==> config.mk <==
export PLATFORM = sky130hd
export DESIGN_NAME = parser_head_loader
export DESIGN_NICKNAME = d
export VERILOG_FILES = /design/src/rtl/parser_head_loader.sv
export SDC_FILE = /design/constraint.sdc
export NUM_CORES = 1
export LEC_CHECK = 0
export ABC_CLOCK_PERIOD_IN_PS = 5940
export CAP_MARGIN = 25
export CORE_AREA = 2 2 386 388
export DETAILED_ROUTE_END_ITERATION = 7
export DIE_AREA = 0 0 388 390
export DONT_BUFFER_PORTS = 1
export GPL_ROUTABILITY_DRIVEN = 0
export HOLD_SLACK_MARGIN = 0.02
export SETUP_SLACK_MARGIN = 0.05
export SYNTH_ARGS = -nofsm -noshare
export SYNTH_HDL_FRONTEND = slang
export SYNTH_SLANG_ARGS = --single-unit
==> constraint.sdc <==
create_clock -name i_clk -period 5.94 [get_ports i_clk]
set_input_delay 1.188 -clock i_clk [delete_from_list [all_inputs] [get_ports i_clk]]
set_output_delay 1.188 -clock i_clk [all_outputs]
set_load 0.005 [all_outputs]
==> src/rtl/parser_head_loader.sv <==
// Parser entry stage: loads the first HEAD_WIDTH bits of each packet into an initial layer_info_t and
// forwards every beat through a 1-cycle registered slice. Optional counters via HEAD_LOADER_STATS_EN.
package parser_head_loader_pkg;
    localparam int HEAD_WIDTH        = 512;
    localparam int TAG_WIDTH         = 6;
    localparam int META_WIDTH        = 64;
    localparam int SHIFT_WIDTH       = 8;
    localparam int TYPE_NUM          = 2;
    localparam int TYPE_OFFSET_WIDTH = 8;
    localparam int KEY_FILED_NUM     = 2;
    localparam int KEY_OFFSET_WIDTH  = 8;

    typedef struct packed {
        logic [HEAD_WIDTH+TAG_WIDTH-1:0]                    head;
        logic [META_WIDTH-1:0]                              meta;
        logic [SHIFT_WIDTH-1:0]                             headShift;
        logic [SHIFT_WIDTH-1:0]                             metaShift;
        logic [TYPE_NUM-1:0][TYPE_OFFSET_WIDTH-1:0]         type_offset;
        logic [KEY_FILED_NUM-1:0][KEY_OFFSET_WIDTH:0]       key_offset;
    } layer_info_t;
endpackage

module parser_head_loader
    import parser_head_loader_pkg::*;
#(
    parameter int                   DATA_WIDTH = 128,
    parameter int                   HEAD_BEATS = HEAD_WIDTH / DATA_WIDTH,
    parameter logic [TAG_WIDTH-1:0] TAG_INIT   = '0
) (
    input  logic                  i_clk,
    input  logic                  i_rst_n,
    input  logic                  i_data_valid,
    input  logic                  i_data_last,
    input  logic [DATA_WIDTH-1:0] i_data,
    output logic                  o_data_ready,
    output logic                  o_pkt_valid,
    output logic                  o_pkt_last,
    output logic [DATA_WIDTH-1:0] o_pkt_data,
    input  logic                  i_pkt_ready,
    output logic                  o_head_valid,
    output layer_info_t           o_layer_info,
    input  logic                  i_conf_wren,
    input  logic                  i_conf_rden,
    input  logic [31:0]           i_conf_addr,
    input  logic [31:0]           i_conf_wdata,
    output logic                  o_conf_rdata_valid,
    output logic [31:0]           o_conf_rdata
);
    localparam int               CNT_W    = (HEAD_BEATS > 1) ? $clog2(HEAD_BEATS) : 1;
    localparam logic [CNT_W-1:0] LAST_CNT = CNT_W'(HEAD_BEATS - 1);

    typedef enum logic {S_HEAD, S_BODY} state_t;

    state_t                                     state_q, state_d;
    logic [CNT_W-1:0]                           cnt_q, cnt_d;
    logic [HEAD_WIDTH-1:0]                      head_q, head_d;
    logic [TAG_WIDTH-1:0]                       tag_q, tag_d;
    logic                                       head_vld_q, head_vld_d;
    logic                                       pkt_vld_q, pkt_vld_d;
    logic                                       pkt_last_q, pkt_last_d;
    logic [DATA_WIDTH-1:0]                      pkt_dat_q, pkt_dat_d;
    logic [TYPE_NUM-1:0][TYPE_OFFSET_WIDTH-1:0] type_off_q, type_off_d;
    logic [KEY_FILED_NUM-1:0][KEY_OFFSET_WIDTH:0] key_off_q, key_off_d;
    logic                                       rd_vld_q, rd_vld_d;
    logic [31:0]                                rd_dat_q, rd_dat_d;

    logic                  data_rdy;
    logic                  beat_acc;
    logic                  head_done;
    logic                  short_done;
    logic [HEAD_WIDTH-1:0] head_base;
    logic                  unused_wdata;

    assign data_rdy     = !pkt_vld_q || i_pkt_ready;
    assign beat_acc     = i_data_valid && data_rdy;
    assign head_done    = beat_acc && (state_q == S_HEAD) && (i_data_last || cnt_q == LAST_CNT);
    assign short_done   = head_done && (cnt_q != LAST_CNT);
    assign unused_wdata = ^i_conf_wdata;

    always_comb begin
        state_d    = state_q;
        cnt_d      = cnt_q;
        head_d     = head_q;
        head_vld_d = 1'b0;
        tag_d      = tag_q;
        // Beat 0 starts from a cleared buffer so short packets never inherit stale bytes.
        head_base  = (cnt_q == '0) ? '0 : head_q;
        for (int b = 0; b < HEAD_BEATS; b++) begin
            if (cnt_q == CNT_W'(b)) begin
                head_base[HEAD_WIDTH-1-b*DATA_WIDTH -: DATA_WIDTH] = i_data;
            end
        end
        if (head_vld_q) begin
            tag_d = tag_q + TAG_WIDTH'(1);
        end
        if (beat_acc) begin
            case (state_q)
                S_HEAD: begin
                    head_d = head_base;
                    cnt_d  = cnt_q + CNT_W'(1);
                    if (head_done) begin
                        head_vld_d = 1'b1;
                        cnt_d      = '0;
                        state_d    = i_data_last ? S_HEAD : S_BODY;
                    end
                end
                default: begin
                    if (i_data_last) begin
                        state_d = S_HEAD;
                        cnt_d   = '0;
                    end
                end
            endcase
        end
    end

    always_comb begin
        pkt_vld_d  = pkt_vld_q;
        pkt_last_d = pkt_last_q;
        pkt_dat_d  = pkt_dat_q;
        if (beat_acc) begin
            pkt_vld_d  = 1'b1;
            pkt_last_d = i_data_last;
            pkt_dat_d  = i_data;
        end else if (i_pkt_ready) begin
            pkt_vld_d  = 1'b0;
        end
    end

`ifdef HEAD_LOADER_STATS_EN
    logic [31:0] pkt_cnt_q, pkt_cnt_d;
    logic [31:0] short_cnt_q, short_cnt_d;

    always_comb begin
        pkt_cnt_d   = pkt_cnt_q + 32'(head_vld_q);
        short_cnt_d = short_cnt_q + 32'(short_done);
        if (i_conf_wren && i_conf_addr == 32'd32) pkt_cnt_d = '0;
        if (i_conf_wren && i_conf_addr == 32'd33) short_cnt_d = '0;
    end

    always_ff @(posedge i_clk or negedge i_rst_n) begin
        if (!i_rst_n) begin
            pkt_cnt_q   <= '0;
            short_cnt_q <= '0;
        end else begin
            pkt_cnt_q   <= pkt_cnt_d;
            short_cnt_q <= short_cnt_d;
        end
    end
`else
    logic unused_short;
    assign unused_short = short_done;
`endif

    always_comb begin
        type_off_d = type_off_q;
        key_off_d  = key_off_q;
        rd_vld_d   = i_conf_rden;
        rd_dat_d   = '0;
        for (int t = 0; t < TYPE_NUM; t++) begin
            if (i_conf_wren && i_conf_addr == 32'(t)) type_off_d[t] = i_conf_wdata[TYPE_OFFSET_WIDTH-1:0];
            if (i_conf_rden && i_conf_addr == 32'(t)) rd_dat_d = 32'(type_off_q[t]);
        end
        for (int k = 0; k < KEY_FILED_NUM; k++) begin
            if (i_conf_wren && i_conf_addr == 32'(16 + k)) key_off_d[k] = i_conf_wdata[KEY_OFFSET_WIDTH:0];
            if (i_conf_rden && i_conf_addr == 32'(16 + k)) rd_dat_d = 32'(key_off_q[k]);
        end
`ifdef HEAD_LOADER_STATS_EN
        if (i_conf_rden && i_conf_addr == 32'd32) rd_dat_d = pkt_cnt_q;
        if (i_conf_rden && i_conf_addr == 32'd33) rd_dat_d = short_cnt_q;
`endif
    end

    always_ff @(posedge i_clk or negedge i_rst_n) begin
        if (!i_rst_n) begin
            state_q    <= S_HEAD;
            cnt_q      <= '0;
            head_q     <= '0;
            tag_q      <= TAG_INIT;
            head_vld_q <= 1'b0;
            pkt_vld_q  <= 1'b0;
            pkt_last_q <= 1'b0;
            pkt_dat_q  <= '0;
            type_off_q <= '0;
            key_off_q  <= '0;
            rd_vld_q   <= 1'b0;
            rd_dat_q   <= '0;
        end else begin
            state_q    <= state_d;
            cnt_q      <= cnt_d;
            head_q     <= head_d;
            tag_q      <= tag_d;
            head_vld_q <= head_vld_d;
            pkt_vld_q  <= pkt_vld_d;
            pkt_last_q <= pkt_last_d;
            pkt_dat_q  <= pkt_dat_d;
            type_off_q <= type_off_d;
            key_off_q  <= key_off_d;
            rd_vld_q   <= rd_vld_d;
            rd_dat_q   <= rd_dat_d;
        end
    end

    // Offsets are sampled live during the strobe, so a write landing in that same cycle is not yet visible.
    always_comb begin
        o_layer_info = '0;
        if (head_vld_q) begin
            o_layer_info.head        = {head_q, tag_q};
            o_layer_info.type_offset = type_off_q;
            o_layer_info.key_offset  = key_off_q;
        end
    end

    assign o_data_ready       = data_rdy;
    assign o_pkt_valid        = pkt_vld_q;
    assign o_pkt_last         = pkt_last_q;
    assign o_pkt_data         = pkt_dat_q;
    assign o_head_valid       = head_vld_q;
    assign o_conf_rdata_valid = rd_vld_q;
    assign o_conf_rdata       = rd_dat_q;
endmodule
==> results.py, run 1 <==
metrics = {
    "clock_tree": {
        "cts_tree": "built",
        "cts_sinks": 696,
        "ctsResizeCount": 0,
        "root_buffer": "clkbuf_16",
        "cts_made_buffers": 80,
        "clk_pin_slew_ns": 0.06,
        "cts_htree_levels": 3,
        "ctsHoldBuffers": 0,
        "cts_setup_buffers": 0,
        "worstSkewPairLatency_ns": 0.68,
        "clk_path_buf_depth": 3,
    },
    "sta": {
        "drv_slew": 0,
        "period_share_pct": 66.0,
        "fin_crit_ns": 3.92,
        "hold_viol": 0,
        "clock_skew_ns": 0.0298,
        "worst_slew_pin_slew_ns": 1.02,
        "setup_viol": 0,
        "max_slew_margin_pct": 32.0,
        "grt_setup_unrepaired": "no",
        "max_freq_ghz": 0.255,
        "fin_tns_setup_ns": 0,
    },
    "placed_design": {
        "dp_hpwl_um": 76100,
        "portBuffers": 0,
    },
    "critical_path": {
        "crit_top_cell": "buf_4",
        "worstPathRequired_ns": 4.75,
        "crit_fanout": 63,
        "cp.depth": 3,
        "slowest_stage": "dfrtp_4",
        "slowest_delay_ns": 0.93,
        "critPathTopFamily": "flip-flops",
        "worstSetupPathType": "reg -> out",
        "worst_setup_path_end_kind": "output port",
        "crit_buf_inv": 2,
        "worstRegToRegCells": 6,
        "cp-start-kind": "register",
        "critical_path_arrival_ns": 2.73,
        "path_cells": "buf_4 -> buf_4 -> and2_1",
    },
    "global_routing": {
        "grt_pass1_vias": 20531,
        "antenna_found_initial": 10,
        "overflow": 0,
        "grt_max_degree": 697,
        "grt_use_total_pct": 14.2,
        "grt_pass1_wl_um": 157000,
    },
    "detailed_routing": {
        "drc": 0,
        "top_layer": "met4",
        "drt_first_iter_violations": 1513,
        "vias": 20849,
        "vias_per_cell": 4.41,
        "wl_um": 111000,
        "drt-pass1-iter-count": 5,
        "routedWlPerCell_um": 23.6,
        "wl_met3_um": 10200,
        "met1Wirelength_um": 44900,
        "dr_wl_met2_um": 51400,
        "drtAntennaViolNets": 0,
    },
    "logic_synthesis": {
        "synth-xor-area-share_pct": 0.144,
        "ys_types": 36,
        "synth_area_per_cell_um2": 10.8,
        "ys.flop_type": "dfrtp_1",
        "synth_area_mm2": 0.0305,
        "async_flop_share_pct": 100,
        "synthAdderAreaFrac_pct": 0.205,
        "synth.area.top_cells": "dfrtp_1, and2_1, a22o_1",
        "synth_area_leader_cell": "dfrtp_1",
        "synth_edf_count": 0,
        "synthCells": 2828,
        "synth_compound_area_share_pct": 9.59,
        "synth-simple-area-share_pct": 19.3,
        "synth_warnings": 0,
        "synth.top_cell.area_share_pct": 57.2,
        "synth_top_family_by_area": "simple AND/OR/NAND/NOR gates",
        "synth_seq_cells": 696,
        "yosysSeqAreaShare_pct": 57.2,
        "synth_mux_area_share_pct": 6.65,
    },
    "die": {
        "core_area_mm2": 0.147,
        "num_io_pins": 996,
        "die_w_um": 388,
        "dieHeight_um": 390,
        "num_rows": 141,
        "dieArea_mm2": 0.151,
        "start_util_pct": 20.7,
    },
    "pwr": {
        "finalPower_mw": 15.2,
        "power.density_mw_per_mm2": 436,
        "leakagePower_nw": 15.9,
        "peakVddDrop_v": 0.000252,
    },
    "worst_hold_path": {
        "min_path_type": "in -> async",
    },
    "status": {
        "status": "finished clean",
    },
    "layout": {
        "final_cell_mix": "dfrtp_1, and2_1, nand2_1",
        "final_common_cell": "dfrtp_1",
        "nNetsFinal": 2938,
        "layout-drive-gt1-share_pct": 12.3,
        "area_growth_pct": 14.4,
    },
    "job": {
        "drv_cap": 0,
    },
}
[Yosys cell counts (9+ instances only)]
library cell / number
a22o_1: 256
inv_1: 133
nand2_1: 393
nor2b_1: 9
o21ai_0: 129
and2_1: 552
nand3_1: 130
dfrtp_1: 696
buf_4: 103
clkbuf_1: 167
mux2_2: 162
buf_2: 39
[metrics by stage]
stage          hold slack (ns)  cells  instance area, µm²  utilization, %  setup slack, ns
2_1_floorplan            0.434   2930               30800               -             3.09
3_3_place_gp             0.457   4578               32000            21.8             2.42
3_5_place_dp             0.465   4578               32000            21.8             2.38
4_1_cts                  0.146   4716               34700            23.6             1.87
5_1_grt                  0.131   4721               34800            23.7             1.81
6_report                 0.194   4728               34900            23.7             2.02
[report_power, final]
| part | internal (mW) | switching (mW) | leakage, nW |
|---|---|---|---|
| registers | 6.18 | 0.833 | 9.07 |
| logic | 1.35 | 1.75 | 5.51 |
| clock network | 2.95 | 2.14 | 1.30 |
[worst reg2reg max path, stage by stage (launching register included)]
cell,delay (ns)
dfrtp_1,0.51
nor2b_1,0.44
inv_1,0.32
and4_4,0.48
nor2_4,0.21
buf_12,0.35
a22o_1,0.57
[worst paths after layout]
| kind | start | to | slack, ns |
|---|---|---|---|
| worst max-delay path | o_head_valid | o_layer_info[11] | 2.02 |
| worst min-delay path | i_rst_n | head_q[76] | 0.19 |
| min in group i_clk | tag_q[5] | tag_q[5] | 0.47 |
| worst min register to register | tag_q[5] | tag_q[5] | 0.47 |
| worst max register to register | o_pkt_valid | head_q[363] | 2.99 |
| max in group asynchronous | i_rst_n | head_q[447] | 3.04 |
[sequential cells by signal, summed over array words and instances (netlist names)]
register and flops:
o_conf_rdata 9, type_off_q 16, tag_q 6, o_pkt_data 128
head_q 512, o_conf_rdata_valid 1, key_off_q 18, o_pkt_last 1
o_pkt_valid 1, o_head_valid 1, state_q 1, cnt_q 2
[kinds of logic after synthesis]
kind of cell	after synthesis
AO/OA/AOI/OAI	390
XOR/XNOR	5
adder cells (fa/ha/maj)	5
buffers and inverters	443
flip-flops	696
multiplexers	172
other	1
AND/OR/NAND/NOR	1116
[layout make-up]
type | count | area, µm²
inverter | 133 | 499
antenna | 8 | 20.0
tap | 1930 | 2410
fill | 15581 | 112000
timing repair buffer | 32 | 420
sequential | 696 | 17400
clock buffer | 109 | 2260
multi-input combinational | 1791 | 11400
clock inverter | 29 | 425
[metal layers]
layer | vias to the layer above | global-route usage [%]
met5 | - | 0
met4 | 0 | 6.93
met3 | 186 | 4.52
met2 | 1052 | 22.2
met1 | 10675 | 17.6
li1 | 8936 | -
(Power assumes the default switching activity.)
==> inputs of run 2 (changes only) <==
ABC_CLOCK_PERIOD_IN_PS = 3500   (was 5940)
clock period = 3.5 ns   (was 5.94 ns; I/O delays follow)
==> results.py, run 2 (synthesized netlist as in run 1, its figures left out) <==
metrics = {
    "sta": {
        "drv_slew": 0,
        "worst_slew_pin_slew_ns": 1.09,
        "max_freq_ghz": 0.358,
        "hold_viol": 0,
        "fin_tns_setup_ns": 0,
        "grt_setup_unrepaired": "no",
        "fin_crit_ns": 2.80,
        "setup_viol": 0,
        "max_slew_margin_pct": 27.2,
        "finalWorstSetupSlack_ns": 0.703,
        "clock_skew_ns": 0.0184,
        "period_share_pct": 79.9,
    },
    "placed_design": {
        "dp_hpwl_um": 77500,
        "dpl_cell_area_mm2": 0.0323,
        "portBuffers": 0,
        "place_ws_ns": 0.569,
        "dp_cells": 4596,
    },
    "critical_path": {
        "crit_fanout": 91,
        "critical_path_arrival_ns": 2.10,
        "cp-start-kind": "register",
        "worst_setup_path_end_kind": "output port",
        "slowest_stage": "dfrtp_4",
        "worstReg2RegStart": "o_pkt_valid",
        "worstPathRequired_ns": 2.80,
        "cp-startpoint": "o_head_valid",
        "slowest_delay_ns": 0.54,
        "crit_top_cell": "buf_12",
        "path_cells": "buf_12 -> buf_12 -> and2_1",
        "worstSetupPathType": "reg -> out",
    },
    "global_routing": {
        "grt_use_met2_pct": 23.1,
        "grt_pass1_wl_um": 159000,
        "overflow": 0,
        "grt_max_degree": 697,
        "grt_pass1_vias": 20895,
        "grt-busiest-layer": "met2",
        "grt.met1_usage_pct": 17.9,
        "grt_use_total_pct": 14.4,
        "gr-usage-met3_pct": 3.77,
        "antenna_found_initial": 11,
    },
    "detailed_routing": {
        "routedWlPerCell_um": 23.8,
        "drt_first_iter_violations": 1363,
        "vias_per_cell": 4.42,
        "drc": 0,
        "drt-pass1-iter-count": 5,
        "vias": 21004,
        "drtAntennaViolNets": 0,
        "wl_um": 113000,
    },
    "layout": {
        "final_common_cell": "dfrtp_1",
        "layout-drive-gt1-share_pct": 13.0,
        "area_growth_pct": 15.8,
        "nNetsFinal": 2961,
        "largest_reg_flops": 512,
        "final_cell_area_mm2": 0.0353,
        "final_cell_mix": "dfrtp_1, and2_1, nand2_1",
        "regMostFlops": "head_q",
        "stdcell_count": 4754,
    },
    "clock_tree": {
        "clk_path_buf_depth": 3,
        "cts_tree": "built",
        "clk_pin_slew_ns": 0.07,
        "root_buffer": "clkbuf_16",
        "cts_made_buffers": 82,
        "cts_sinks": 696,
        "cts_htree_levels": 3,
        "worstSkewPairLatency_ns": 0.69,
    },
    "pwr": {
        "peakVddDrop_v": 0.000376,
        "leakagePower_nw": 16.1,
        "power.density_mw_per_mm2": 744,
    },
    "die": {
        "start_util_pct": 20.7,
        "num_rows": 141,
        "dieArea_mm2": 0.151,
        "core_area_mm2": 0.147,
        "die_w_um": 388,
        "dieHeight_um": 390,
        "num_io_pins": 996,
    },
    "status": {
        "status": "finished clean",
    },
    "job": {
        "drv_cap": 0,
    },
    "worst_hold_path": {
        "min_path_type": "in -> async",
    },
}
run 2: worst paths after layout:
| check | endpoint | slack (ns) | cells past startpoint |
|---|---|---|---|
| worst max-delay path | o_layer_info[142] | 0.70 | 3 |
| worst min register to register | head_q[369] | 0.49 | 1 |
| min in group i_clk | cnt_q[0] | 0.12 | 1 |
| max in group asynchronous | head_q[444] | 1.13 | 3 |
| worst max register to register | head_q[345] | 0.82 | 6 |
| worst min-delay path | head_q[453] | 0.06 | 1 |
run 2: repair_timing:
action | in CTS | in global routing
hold buffers | 3 | 0
setup buffers | 0 | 0
gates resized for setup | 0 | 0
endpoints found under the hold margin | 699 | 0
run 2: area by class of cell:
cell class / instances / area, µm²
Clock inverter: 32 / 449
Multi-Input combinational cell: 1791 / 11400
Antenna cell: 5 / 12.5
Sequential cell: 696 / 17400
Tap cell: 1930 / 2410
Inverter: 133 / 499
Clock buffer: 114 / 2320
Fill cell: 15611 / 112000
Timing Repair Buffer: 53 / 761
run 2: per-stage QoR:
stage	power, mW	hold WS [ns]	utilization, %
detailed placement	17.3	0.428	22.0
CTS	26.4	-0.355	23.9
global route	27.6	0.0685	24.0
floorplan	15.4	0.404	-
finish	26.2	0.0597	24.0
global placement	17.1	0.432	22.0
run 2: power breakdown:
group	total (mW)	internal (mW)	switching, mW
Clock	8.92	5.20	3.73
Combinational	5.43	2.42	3.01
Sequential	11.9	10.5	1.40
run 2: per-layer routing:
metal	vias to the layer above	share of wire, %
li1	8999	-
met1	10826	41
met2	985	47
met3	194	7.7
met4	0	4.1
met5	-	0
run 2: critical path: cells and delay by family, from the launching register on:
family                 cells  cell delay [ns]
buffers and inverters      2             0.50
DFF                        1             0.54
and+or+nand+nor            1             0.28
==> inputs of run 3 (changes only) <==
ABC_CLOCK_PERIOD_IN_PS = 2490   (was 3500)
clock period = 2.49 ns   (was 3.5 ns; I/O delays follow)
==> results.py, run 3 (synthesized netlist as in run 1, its figures left out) <==
metrics = {
    "status": {
        "status": "complete, but fails checks",
        "violations": "hold timing",
    },
    "global_routing": {
        "overflow": 0,
        "grt_pass1_vias": 21504,
        "grt_pass1_wl_um": 164000,
        "antenna_found_initial": 39,
        "grt_use_total_pct": 14.8,
        "grt_max_degree": 697,
    },
    "sta": {
        "clock_skew_ns": 0.0268,
        "max_slew_margin_pct": 33.5,
        "grt_setup_unrepaired": "yes",
        "drv_slew": 0,
        "setup_viol": 0,
        "period_share_pct": 97.3,
        "fin_crit_ns": 2.42,
        "worst_slew_pin_slew_ns": 0.997,
        "max_freq_ghz": 0.413,
        "hold_viol": 193,
        "timing.hold.ws_ns": -0.478,
    },
    "clock_tree": {
        "cts_sinks": 696,
        "worstSkewPairLatency_ns": 0.68,
        "cts_tree": "built",
        "clk_pin_slew_ns": 0.06,
        "ctsHoldBuffers": 142,
        "root_buffer": "clkbuf_16",
        "cts_htree_levels": 3,
        "clk_path_buf_depth": 3,
        "cts_made_buffers": 81,
    },
    "layout": {
        "area_growth_pct": 23.8,
        "largest_reg_flops": 512,
        "stdcell_count": 4947,
        "layout-drive-gt1-share_pct": 16.7,
        "final_cell_area_mm2": 0.0377,
        "regMostFlops": "head_q",
        "final_cell_mix": "dfrtp_1, and2_1, nand2_1",
        "final_common_cell": "dfrtp_1",
        "nNetsFinal": 3147,
    },
    "critical_path": {
        "crit_fanout": 37,
        "worstRegToRegCells": 7,
        "cp-start-kind": "register",
        "critPathTopFamily": "buffers and inverters",
        "worstReg2RegStart": "cnt_q[0]",
        "worstPathRequired_ns": 1.99,
        "path_cells": "buf_12 -> buf_16 -> buf_16 -> and2_4",
        "r2r-end": "head_q[81]",
        "worstSetupPathType": "reg -> out",
        "critical_path_arrival_ns": 1.92,
        "cp.depth": 4,
        "cp-startpoint": "o_head_valid",
        "slowest_stage": "dfrtp_4",
        "crit_buf_inv": 3,
        "crit_top_cell": "buf_16",
        "slowest_delay_ns": 0.47,
        "reg2reg_slack_ns": 0.22,
        "worst_setup_path_end_kind": "output port",
    },
    "die": {
        "num_io_pins": 996,
        "die_w_um": 388,
        "start_util_pct": 20.7,
        "core_area_mm2": 0.147,
        "num_rows": 141,
        "dieArea_mm2": 0.151,
        "dieHeight_um": 390,
    },
    "pwr": {
        "finalPower_mw": 37.5,
        "leakagePower_nw": 17.2,
        "peakVddDrop_v": 0.000511,
        "power.density_mw_per_mm2": 994,
    },
    "placed_design": {
        "portBuffers": 0,
        "dp_cells": 4629,
        "dp_hpwl_um": 78200,
        "dpl_cell_area_mm2": 0.0329,
    },
    "detailed_routing": {
        "vias_per_cell": 4.44,
        "drt-pass1-iter-count": 5,
        "routedWlPerCell_um": 23.8,
        "wl_um": 118000,
        "vias": 21964,
        "drc": 0,
        "drt_first_iter_violations": 1411,
        "drtAntennaViolNets": 0,
    },
    "job": {
        "drv_cap": 0,
    },
    "worst_hold_path": {
        "min_path_type": "in -> async",
    },
}
run 3: changes by cell type in the layout (fill, tap and decap cells not counted), sizes merged, moves of 4 or more:
cell,before,now
buf,50,91
bufinv,7,3
clkbuf,114,123
clkinv,14,18
diode,5,10
dlygate4sd3,3,142
run 3: cell type report:
cell class                 count  area [µm²]
antenna                       10        25.0
clock buffer                 116        2330
clock inverter                31         363
fill                       15481      109000
inverter                     133         499
multi-input combinational   1791       11600
sequential                   696       17400
tap                         1930        2410
timing repair buffer         240        3050
run 3: metal layers:
layer | vias up | GRT usage (%) | wire length, µm
met5 | - | 0 | 249
met4 | 40 | 6.29 | 4440
met3 | 223 | 4.46 | 10100
met2 | 1058 | 23.8 | 55800
met1 | 11257 | 18.3 | 47300
li1 | 9386 | - | -
run 3: how the worst max path moves through the flow:
stage,endpoint,slack (ns)
after detailed placement,type_off_q[8],0.13
final,o_layer_info[198],0.07
after global placement,type_off_q[13],0.20
after floorplan,key_off_q[0],0.33
after global routing,o_layer_info[460],-0.01
after CTS,o_layer_info[162],-0.03
run 3: what timing repair did:
action / 4_1_cts / 5_1_grt
gates resized for setup: 75 / 35
cloned: 2 / 10
endpoints found under the hold margin: 1377 / 193
setup endpoints to repair: 547 / 492
buffers inserted: 3 / 0
pin swaps: 14 / 17
run 3: per-stage QoR:
step / worst slack (ns) / hold slack, ns / setup TNS [ns] / util, %
finish: 0.0684 / -0.478 / 0 / 25.6
detailed placement: 0.126 / 0.228 / 0 / 22.3
CTS: -0.0340 / -0.545 / -1.35 / 25.3
floorplan: 0.329 / 0.202 / 0 / -
global route: -0.0145 / -0.542 / -0.478 / 25.6
global placement: 0.201 / 0.230 / 0 / 22.3
run 3: where the power goes:
part	switching [mW]	internal [mW]
registers	2.00	14.7
logic	4.69	3.99
clock network	5.15	6.91
total	11.8	25.6
